## config.mk

```make
export PLATFORM = sky130hd
export DESIGN_NAME = alu_cmd_sequencer
export DESIGN_NICKNAME = d
export VERILOG_FILES = /design/src/rtl/alu_cmd_sequencer.sv
export SDC_FILE = /design/constraint.sdc
export NUM_CORES = 1
export LEC_CHECK = 0
export CORE_AREA = 10 10 101 103
export DETAILED_ROUTE_END_ITERATION = 8
export DIE_AREA = 0 0 111 113
export MAX_ROUTING_LAYER = met4
export PLACE_DENSITY = 0.84
export RECOVER_POWER = 25
export REMOVE_ABC_BUFFERS = 1
export SYNTH_ARGS = -nofsm -noshare
export SYNTH_HDL_FRONTEND = slang
export SYNTH_SLANG_ARGS = --single-unit
```

## constraint.sdc

```tcl
create_clock -name CLK -period 2.8 [get_ports CLK]
set_clock_uncertainty 0.15 [all_clocks]
set_input_delay 0.56 -clock CLK [delete_from_list [all_inputs] [get_ports CLK]]
set_output_delay 0.56 -clock CLK [all_outputs]
set_load 0.01 [all_outputs]
```

## src/rtl/alu_cmd_sequencer.sv

```systemverilog
// -----------------------------------------------------------------------------
// alu_cmd_sequencer
//
// Command-side initiator for the 16-bit ALU. It accepts one operation on a
// valid/ready command port and drives the ALU operand and function inputs.
// After ALU_LATENCY edges it captures the ALU result and class flags and
// returns them on a valid/ready response port. Only one transaction is
// outstanding at a time, and commands are never queued.
//
// Parameters
//   ALU_LATENCY : edges from the ALU sampling A/B/ALU_FUN to ALU_OUT updating
//                 (legal range 1..15)
//
// Ports
//   CLK, RST          : clock (rising edge), asynchronous active-low reset
//   CMD_VALID/READY   : command handshake
//   CMD_A, CMD_B      : 16-bit operands
//   CMD_FUN           : 4-bit ALU function code
//   A, B, ALU_FUN     : registered drive to the ALU, changed only on accept
//   ALU_OUT           : 32-bit ALU result
//   arith/logic/cmp/shift_flag : ALU class flags
//   RSP_VALID/READY   : response handshake
//   RSP_DATA          : captured ALU_OUT
//   RSP_FLAGS         : captured {arith, logic, cmp, shift} flags
//   RSP_ERR           : captured flags were not exactly one-hot
//
// Optional feature (macro ALU_SEQ_STATS_EN)
//   OP_CNT  : saturating count of response handshakes
//   ERR_CNT : saturating count of response handshakes with RSP_ERR set
// -----------------------------------------------------------------------------
module alu_cmd_sequencer #(
  parameter int ALU_LATENCY = 1
) (
  input  logic        CLK,
  input  logic        RST,
  input  logic        CMD_VALID,
  output logic        CMD_READY,
  input  logic [15:0] CMD_A,
  input  logic [15:0] CMD_B,
  input  logic [3:0]  CMD_FUN,
  output logic [15:0] A,
  output logic [15:0] B,
  output logic [3:0]  ALU_FUN,
  input  logic [31:0] ALU_OUT,
  input  logic        arith_flag,
  input  logic        logic_flag,
  input  logic        cmp_flag,
  input  logic        shift_flag,
  output logic        RSP_VALID,
  input  logic        RSP_READY,
  output logic [31:0] RSP_DATA,
  output logic [3:0]  RSP_FLAGS,
  output logic        RSP_ERR
`ifdef ALU_SEQ_STATS_EN
  ,
  output logic [15:0] OP_CNT,
  output logic [15:0] ERR_CNT
`endif
);

  typedef enum logic [1:0] {
    ST_IDLE = 2'd0,
    ST_WAIT = 2'd1,
    ST_RESP = 2'd2
  } state_t;

  localparam logic [3:0] LAT_LOAD = 4'(ALU_LATENCY);

  state_t      state;
  state_t      state_next;
  logic [3:0]  wait_cnt;
  logic        cmd_ready_c;
  logic        accept;
  logic        capture;
  logic        rsp_done;
  logic [3:0]  flags_in;
  logic        flags_bad;

  assign flags_in = {arith_flag, logic_flag, cmp_flag, shift_flag};
  // Not one-hot: either no flag set, or clearing the lowest set bit leaves one.
  assign flags_bad = (flags_in == 4'd0) || ((flags_in & (flags_in - 4'd1)) != 4'd0);

  // Ready is gated by RST so it reads 0 while reset is held, even though the
  // state register already sits in IDLE.
  assign CMD_READY = cmd_ready_c & RST;

  // NOTE: sequential state uses non-blocking assignments so every flop samples
  // pre-edge values regardless of statement order.
  always_ff @(posedge CLK or negedge RST) begin
    if (!RST) state <= ST_IDLE;
    else      state <= state_next;
  end

  // NOTE: every output of this block gets a default first, so no path through
  // the case statement can leave a signal unassigned and infer a latch.
  always_comb begin
    state_next  = state;
    cmd_ready_c = 1'b0;
    RSP_VALID   = 1'b0;
    accept      = 1'b0;
    capture     = 1'b0;
    rsp_done    = 1'b0;
    case (state)
      ST_IDLE: begin
        cmd_ready_c = 1'b1;
        if (CMD_VALID) begin
          accept     = 1'b1;
          state_next = ST_WAIT;
        end
      end
      ST_WAIT: begin
        if (wait_cnt == 4'd0) begin
          capture    = 1'b1;
          state_next = ST_RESP;
        end
      end
      ST_RESP: begin
        RSP_VALID = 1'b1;
        if (RSP_READY) begin
          rsp_done   = 1'b1;
          state_next = ST_IDLE;
        end
      end
      default: state_next = ST_IDLE;
    endcase
  end

  // Wait counter: loaded with the latency on accept so that the capture edge
  // lands one edge after the ALU output becomes valid.
  always_ff @(posedge CLK or negedge RST) begin
    if (!RST) begin
      wait_cnt <= 4'd0;
    end else if (accept) begin
      wait_cnt <= LAT_LOAD;
    end else if (state == ST_WAIT && wait_cnt != 4'd0) begin
      wait_cnt <= wait_cnt - 4'd1;
    end
  end

  // ALU drive registers: change only on command acceptance.
  always_ff @(posedge CLK or negedge RST) begin
    if (!RST) begin
      A       <= 16'd0;
      B       <= 16'd0;
      ALU_FUN <= 4'd0;
    end else if (accept) begin
      A       <= CMD_A;
      B       <= CMD_B;
      ALU_FUN <= CMD_FUN;
    end
  end

  // Response registers: written once per transaction, held through RESP.
  always_ff @(posedge CLK or negedge RST) begin
    if (!RST) begin
      RSP_DATA  <= 32'd0;
      RSP_FLAGS <= 4'd0;
      RSP_ERR   <= 1'b0;
    end else if (capture) begin
      RSP_DATA  <= ALU_OUT;
      RSP_FLAGS <= flags_in;
      RSP_ERR   <= flags_bad;
    end
  end

`ifdef ALU_SEQ_STATS_EN
  always_ff @(posedge CLK or negedge RST) begin
    if (!RST) begin
      OP_CNT  <= 16'd0;
      ERR_CNT <= 16'd0;
    end else if (rsp_done) begin
      if (OP_CNT != 16'hFFFF) OP_CNT <= OP_CNT + 16'd1;
      if (RSP_ERR && ERR_CNT != 16'hFFFF) ERR_CNT <= ERR_CNT + 16'd1;
    end
  end
`endif

endmodule

```

==> results of run 1 <==
## power breakdown
part,leakage [nW],total [mW],internal (mW),switching (mW)
combinational,1.26,2.62,1.54,1.08
sequential,0.951,2.04,1.71,0.327
clock,0.110,0.938,0.527,0.411
## metrics by stage
stage | power [mW] | worst slack (ns) | cells
6_report | 5.589 | 0.5280 | 534
5_1_grt | 5.956 | 0.2701 | 534
4_1_cts | 5.681 | 0.5017 | 534
3_5_place_dp | 4.721 | 0.4213 | 518
3_3_place_gp | 4.616 | 0.4282 | 518
2_1_floorplan | 3.196 | 0.7423 | 259
## logic make-up after synthesis
| logic type | share of synthesized area |
|---|---|
| and+or+nand+nor | 0.1655 |
| DFF | 0.6225 |
| muxes | 0.1505 |
| buffers and inverters | 0.03034 |
| AOI/OAI and AO/OA | 0.02049 |
| adders and majority gates | 0.007879 |
| xor gates and xnor gates | 0.002759 |
## cell usage after synthesis
cell type / number
a21oi_1: 2
a22o_1: 1
a311oi_1: 1
and2b_4: 1
buf_2: 8
buf_6: 3
clkbuf_1: 2
dfrtp_1: 79
ha_1: 2
inv_1: 4
mux2_2: 18
mux2_4: 17
mux2i_1: 2
nand2_1: 110
nand2_2: 1
nand2b_1: 2
nand3_1: 2
nor3_1: 3
nor3b_1: 1
nor3b_2: 2
nor4b_1: 1
o211ai_1: 1
o21ai_0: 6
or3b_1: 1
or3b_2: 1
xor2_1: 1
## routing by layer
metal	global-route usage	vias to the layer above	wire length, um
li1	-	1179	-
met1	0.1497	1168	3500
met2	0.2480	71	4865
met3	0.04702	10	485
met4	0.04601	0	135
met5	-	-	0
## layout make-up
type                            instances  area (um^2)  share of cell area
Timing Repair Buffer                  154         1521              0.3058
Clock buffer                           11        141.4             0.02841
Tap cell                              105        131.4             0.02640
Sequential cell                        79         1977              0.3973
Clock inverter                          5        81.33             0.01634
Multi-Input combinational cell        176         1109              0.2228
Inverter                                4        15.01            0.003017
## critical path, cell delays in order, from the launching register on
cell             delay (ns)
dfrtp_1                0.45
nand2b_1               0.19
inv_1                  0.06
clkdlybuf4s50_1        0.53
## state kept, by name (all words and copies together), names as in the netlist
signal,flops
RSP_DATA,32
A,16
B,16
ALU_FUN,4
RSP_FLAGS,4
wait_cnt,4
state,2
RSP_ERR,1
## worst max path at each step
| stage | startpoint | to | slack, ns | cells after the start |
|---|---|---|---|---|
| floorplan | CMD_VALID | ALU_FUN[0] | 0.74 | 3 |
| global placement | CMD_VALID | wait_cnt[2] | 0.43 | 4 |
| detailed placement | CMD_VALID | wait_cnt[3] | 0.42 | 4 |
| CTS | state[1] | CMD_READY | 0.50 | 2 |
| global route | RST | RSP_DATA[14] | 0.27 | 3 |
| finish | state[0] | RSP_VALID | 0.53 | 3 |
==> results.sh, run 1 <==
export IMPL_status="completed"
export IMPL_synthCells=272
export IMPL_rows=33
export IMPL_fin_crit_ns=2.272
export IMPL_ys_types=26
export IMPL_maxSlewViolCount=0
export IMPL_clkSinkCount=79
export IMPL_cts_resized=0
export IMPL_nFillCells=667
export IMPL_cts_root_buf="clkbuf_8"
export IMPL_routed_wl_um=8986
export IMPL_crit_arrival_ns=1.56
export IMPL_detail_route_first_pass_iterations=4
export IMPL_maxCapViolCount=0
export IMPL_cp_max_fo=6
export IMPL_final_nets=502
export IMPL_vias=2428
export IMPL_syn_mean_instance_area_um2=11.67
export IMPL_cts_tree="built"
export IMPL_grt_pass1_vias=2572
export IMPL_hold_viol_final=0
export IMPL_hold_buffers=0
export IMPL_track_usage=0.1424
export IMPL_die_area_um2=12540
export IMPL_io_buffers=150
export IMPL_crit_type="reg2out"
export IMPL_synth_seq_area_share=0.6225
export IMPL_ys_top_cells_by_area="dfrtp_1 62%, nand2_1 13%, mux2_4 8.0%"
export IMPL_layout_drive_gt1_share=0.1352
export IMPL_drtAntennaViolNets=0
export IMPL_fmax_mhz=440.1
export IMPL_design_area_um2=4976
export IMPL_yosysWarnings=0
export IMPL_reg2reg_depth=6
export IMPL_n_antenna_cell=0
export IMPL_cts_buffers=9
export IMPL_regToRegStartpoint="wait_cnt[0]"
export IMPL_final_common_cell="clkdlybuf4s50_1"
export IMPL_ys_seq_elements=79
export IMPL_whs_path_depth=2
export IMPL_fp_dieW_um=111
export IMPL_coreArea_um2=8134
export IMPL_min_to="A[10]"
export IMPL_hpwl_um=6837
export IMPL_grt_pass1_wl_um=13960
export IMPL_r2r_end="RSP_DATA[2]"
export IMPL_gp_routability_congestion=0.7474
export IMPL_holdWs_ns=0.3297
export IMPL_rrSetupSlack_ns=0.72
export IMPL_grt_max_degree=63
export IMPL_synth_area_um2=3176
export IMPL_p_leak_nw=2.316
export IMPL_p_per_area_nw_per_um2=1123
export IMPL_io_pins=151
export IMPL_worstMarginPinSlew_ns=0.9762
export IMPL_min_delay_path_class="reg2reg"
export IMPL_slew_headroom=0.3492
export IMPL_die_y_um=113
export IMPL_finalCritPeriodShare=0.8114
export IMPL_worstSetupEndpointType="output pin"
export IMPL_vias_per_cell=4.547
export IMPL_postLayoutCoreUtil=0.6118
export IMPL_hold_start="A[10]"
export IMPL_setup_tns_ns=0
export IMPL_placed_cell_area_um2=4761
export IMPL_cp_required_ns=2.09
export IMPL_cts_setup_buffers=0
export IMPL_drt_iter0_markers=86
export IMPL_clock_path_buffers=2
export IMPL_netlist_area_leader_share=0.6225
export IMPL_wl_per_cell_um=16.83
export IMPL_setup_viol=0
export IMPL_yosysTopAreaCell="dfrtp_1"
export IMPL_critPathLaunchType="flip-flop"
export IMPL_insertion_delay_ns=0.34
export IMPL_drt_drc_violations_left=0
export IMPL_rsz0062_at_grt="no"
export IMPL_syn2layout_area_growth_pct=56.70
export IMPL_vdd_drop_max_uv=451.6
export IMPL_antenna_found_initial=0
export IMPL_final_cell_mix="149 x clkdlybuf4s50_1, 110 x nand2_1, 79 x dfrtp_1"
export IMPL_initial_core_util=0.3904
export IMPL_htree_levels=3
export IMPL_grt_overflow=0
export IMPL_clkTransAtPathRegs_ns=0.08
No activity file was read; power rests on OpenSTA's default activity.
==> run 2: changes to the inputs <==
clock period = 2.1 ns   (was 2.8 ns; I/O delays follow)
==> run 2 against run 1 <==
Compared with the run above: final cell count is 0.19% lower; power up 32%; sequential share of layout area decreased by 0.095 points; routed wire length is 1.4% higher; critical path type is now reg2reg; count of clock-buffer cells in the layout is 1 higher; clock power grew 20%; first-iteration DRC count rose by 31%; non-clock buffer count stayed put.
==> results.sh, run 2 (same netlist as run 1, synthesis figures left out) <==
export IMPL_clkTransAtPathRegs_ns=0.08
export IMPL_seq_area_um2=1978
export IMPL_routed_wl_um=9110
export IMPL_cts_resized=3
export IMPL_hold_viol_final=0
export IMPL_final_cell_mix="147 x clkdlybuf4s50_1, 110 x nand2_1, 78 x dfrtp_1"
export IMPL_p_total_mw=7.405
export IMPL_largest_reg_flops=32
export IMPL_cp_max_fo=38
export IMPL_cts_setup_buffers=0
export IMPL_cts_tree="built"
export IMPL_min_delay_path_class="reg2reg"
export IMPL_drt_drc_violations_left=0
export IMPL_rows=33
export IMPL_antenna_found_initial=0
export IMPL_status="completed"
export IMPL_coreArea_um2=8134
export IMPL_vias_per_cell=4.632
export IMPL_n_antenna_cell=0
export IMPL_drtAntennaViolNets=0
export IMPL_setup_viol=0
export IMPL_grt_pass1_vias=2606
export IMPL_grt_max_degree=80
export IMPL_reg_largest_list="RSP_DATA (32), A (16), B (16)"
export IMPL_layout_drive_gt1_share=0.1379
export IMPL_detail_route_first_pass_iterations=4
export IMPL_cp_required_ns=2.16
export IMPL_io_pins=151
export IMPL_p_leak_nw=2.331
export IMPL_place_ws_ns=0.1065
export IMPL_final_common_cell="clkdlybuf4s50_1"
export IMPL_cts_root_buf="clkbuf_8"
export IMPL_maxCapViolCount=0
export IMPL_slew_headroom=0.2879
export IMPL_crit_type="reg2reg"
export IMPL_grt_overflow=0
export IMPL_wl_per_cell_um=17.09
export IMPL_clock_path_buffers=2
export IMPL_syn2layout_area_growth_pct=57.17
export IMPL_worstMarginPinSlew_ns=1.068
export IMPL_grt_pass1_wl_um=14060
export IMPL_cts_buffers=9
export IMPL_vias=2469
export IMPL_critPathLaunchType="flip-flop"
export IMPL_vdd_drop_max_uv=732.3
export IMPL_die_area_um2=12540
export IMPL_track_usage=0.1425
export IMPL_clkSinkCount=79
export IMPL_multi_input_area_um2=1109
export IMPL_worstSetupEndpointType="flip-flop"
export IMPL_htree_levels=3
export IMPL_drt_iter0_markers=113
export IMPL_top_register="RSP_DATA"
export IMPL_fin_crit_ns=1.863
export IMPL_finalCritPeriodShare=0.8871
export IMPL_insertion_delay_ns=0.32
export IMPL_crit_arrival_ns=1.92
export IMPL_timing_final_ws_setup_ns=0.2371
export IMPL_io_buffers=150
export IMPL_rsz0062_at_grt="no"
export IMPL_fp_dieW_um=111
export IMPL_nFillCells=663
export IMPL_gp_routability_congestion=0.7372
export IMPL_hold_buffers=0
export IMPL_p_per_area_nw_per_um2=1484
export IMPL_hpwl_um=6911
export IMPL_final_nets=502
export IMPL_die_y_um=113
export IMPL_setup_tns_ns=0
export IMPL_maxSlewViolCount=0
export IMPL_initial_core_util=0.3904
export IMPL_fmax_mhz=536.8
-- run 2: cell count changes in the layout (fill, tap and decap cells not counted), moves of 2 or more --
| cell | delta |
|---|---|
| buf_12 | +3 |
| buf_4 | -2 |
| clkdlybuf4s50_1 | -2 |
| dlygate4sd2_1 | +2 |
-- run 2: final timing paths --
kind | startpoint | to | slack, ns | cells past startpoint
setup reg to reg | wait_cnt[0] | RSP_DATA[10] | 0.24 | 6
hold / removal | A[1] | A[1] | 0.32 | 2
max in group asynchronous | RST | state[0] | 0.69 | 2
hold reg to reg | A[1] | A[1] | 0.32 | 2
min in group asynchronous | RST | ALU_FUN[1] | 0.34 | 2
setup / recovery | wait_cnt[0] | RSP_DATA[10] | 0.24 | 6
-- run 2: final cells by class --
class,instances,area share
clock inverter,3,0.008523
clock buffer,12,0.03109
timing repair buffer,154,0.3126
inverter,4,0.003008
sequential,79,0.3963
multi-input combinational,176,0.2221
tap,105,0.02632
-- run 2: worst max-delay path, cell delays in order (launching register included) --
cell and delay [ns]:
dfrtp_1 0.39, inv_1 0.09, ha_1 0.21, nor3b_2 0.17, nand2_2 0.09, buf_12 0.24, mux2_2 0.37
-- run 2: per-stage QoR --
step	util	hold WS, ns	instances	instance area, um^2
floorplan	-	-0.02559	259	3094
global placement	0.5899	0.3069	518	4798
detailed placement	0.5899	0.3115	518	4798
CTS	0.6141	0.2486	533	4995
global route	0.6136	0.3501	533	4991
finish	0.6136	0.3242	533	4991
-- run 2: where the power goes --
group,internal [mW],switching [mW],total [mW]
Sequential,2.28,0.432,2.71
Combinational,2.10,1.46,3.56
Clock,0.607,0.525,1.13
Total,4.99,2.42,7.40
-- run 2: routing by layer --
| layer | wire length (um) | share of wire | track usage | vias to the layer above |
|---|---|---|---|---|
| met4 | 223 | 0.024 | 0.06076 | 0 |
| li1 | - | - | - | 1179 |
| met1 | 3433 | 0.38 | 0.1411 | 1199 |
| met5 | 0 | 0 | - | - |
| met2 | 4976 | 0.55 | 0.2575 | 74 |
| met3 | 477 | 0.052 | 0.04015 | 17 |
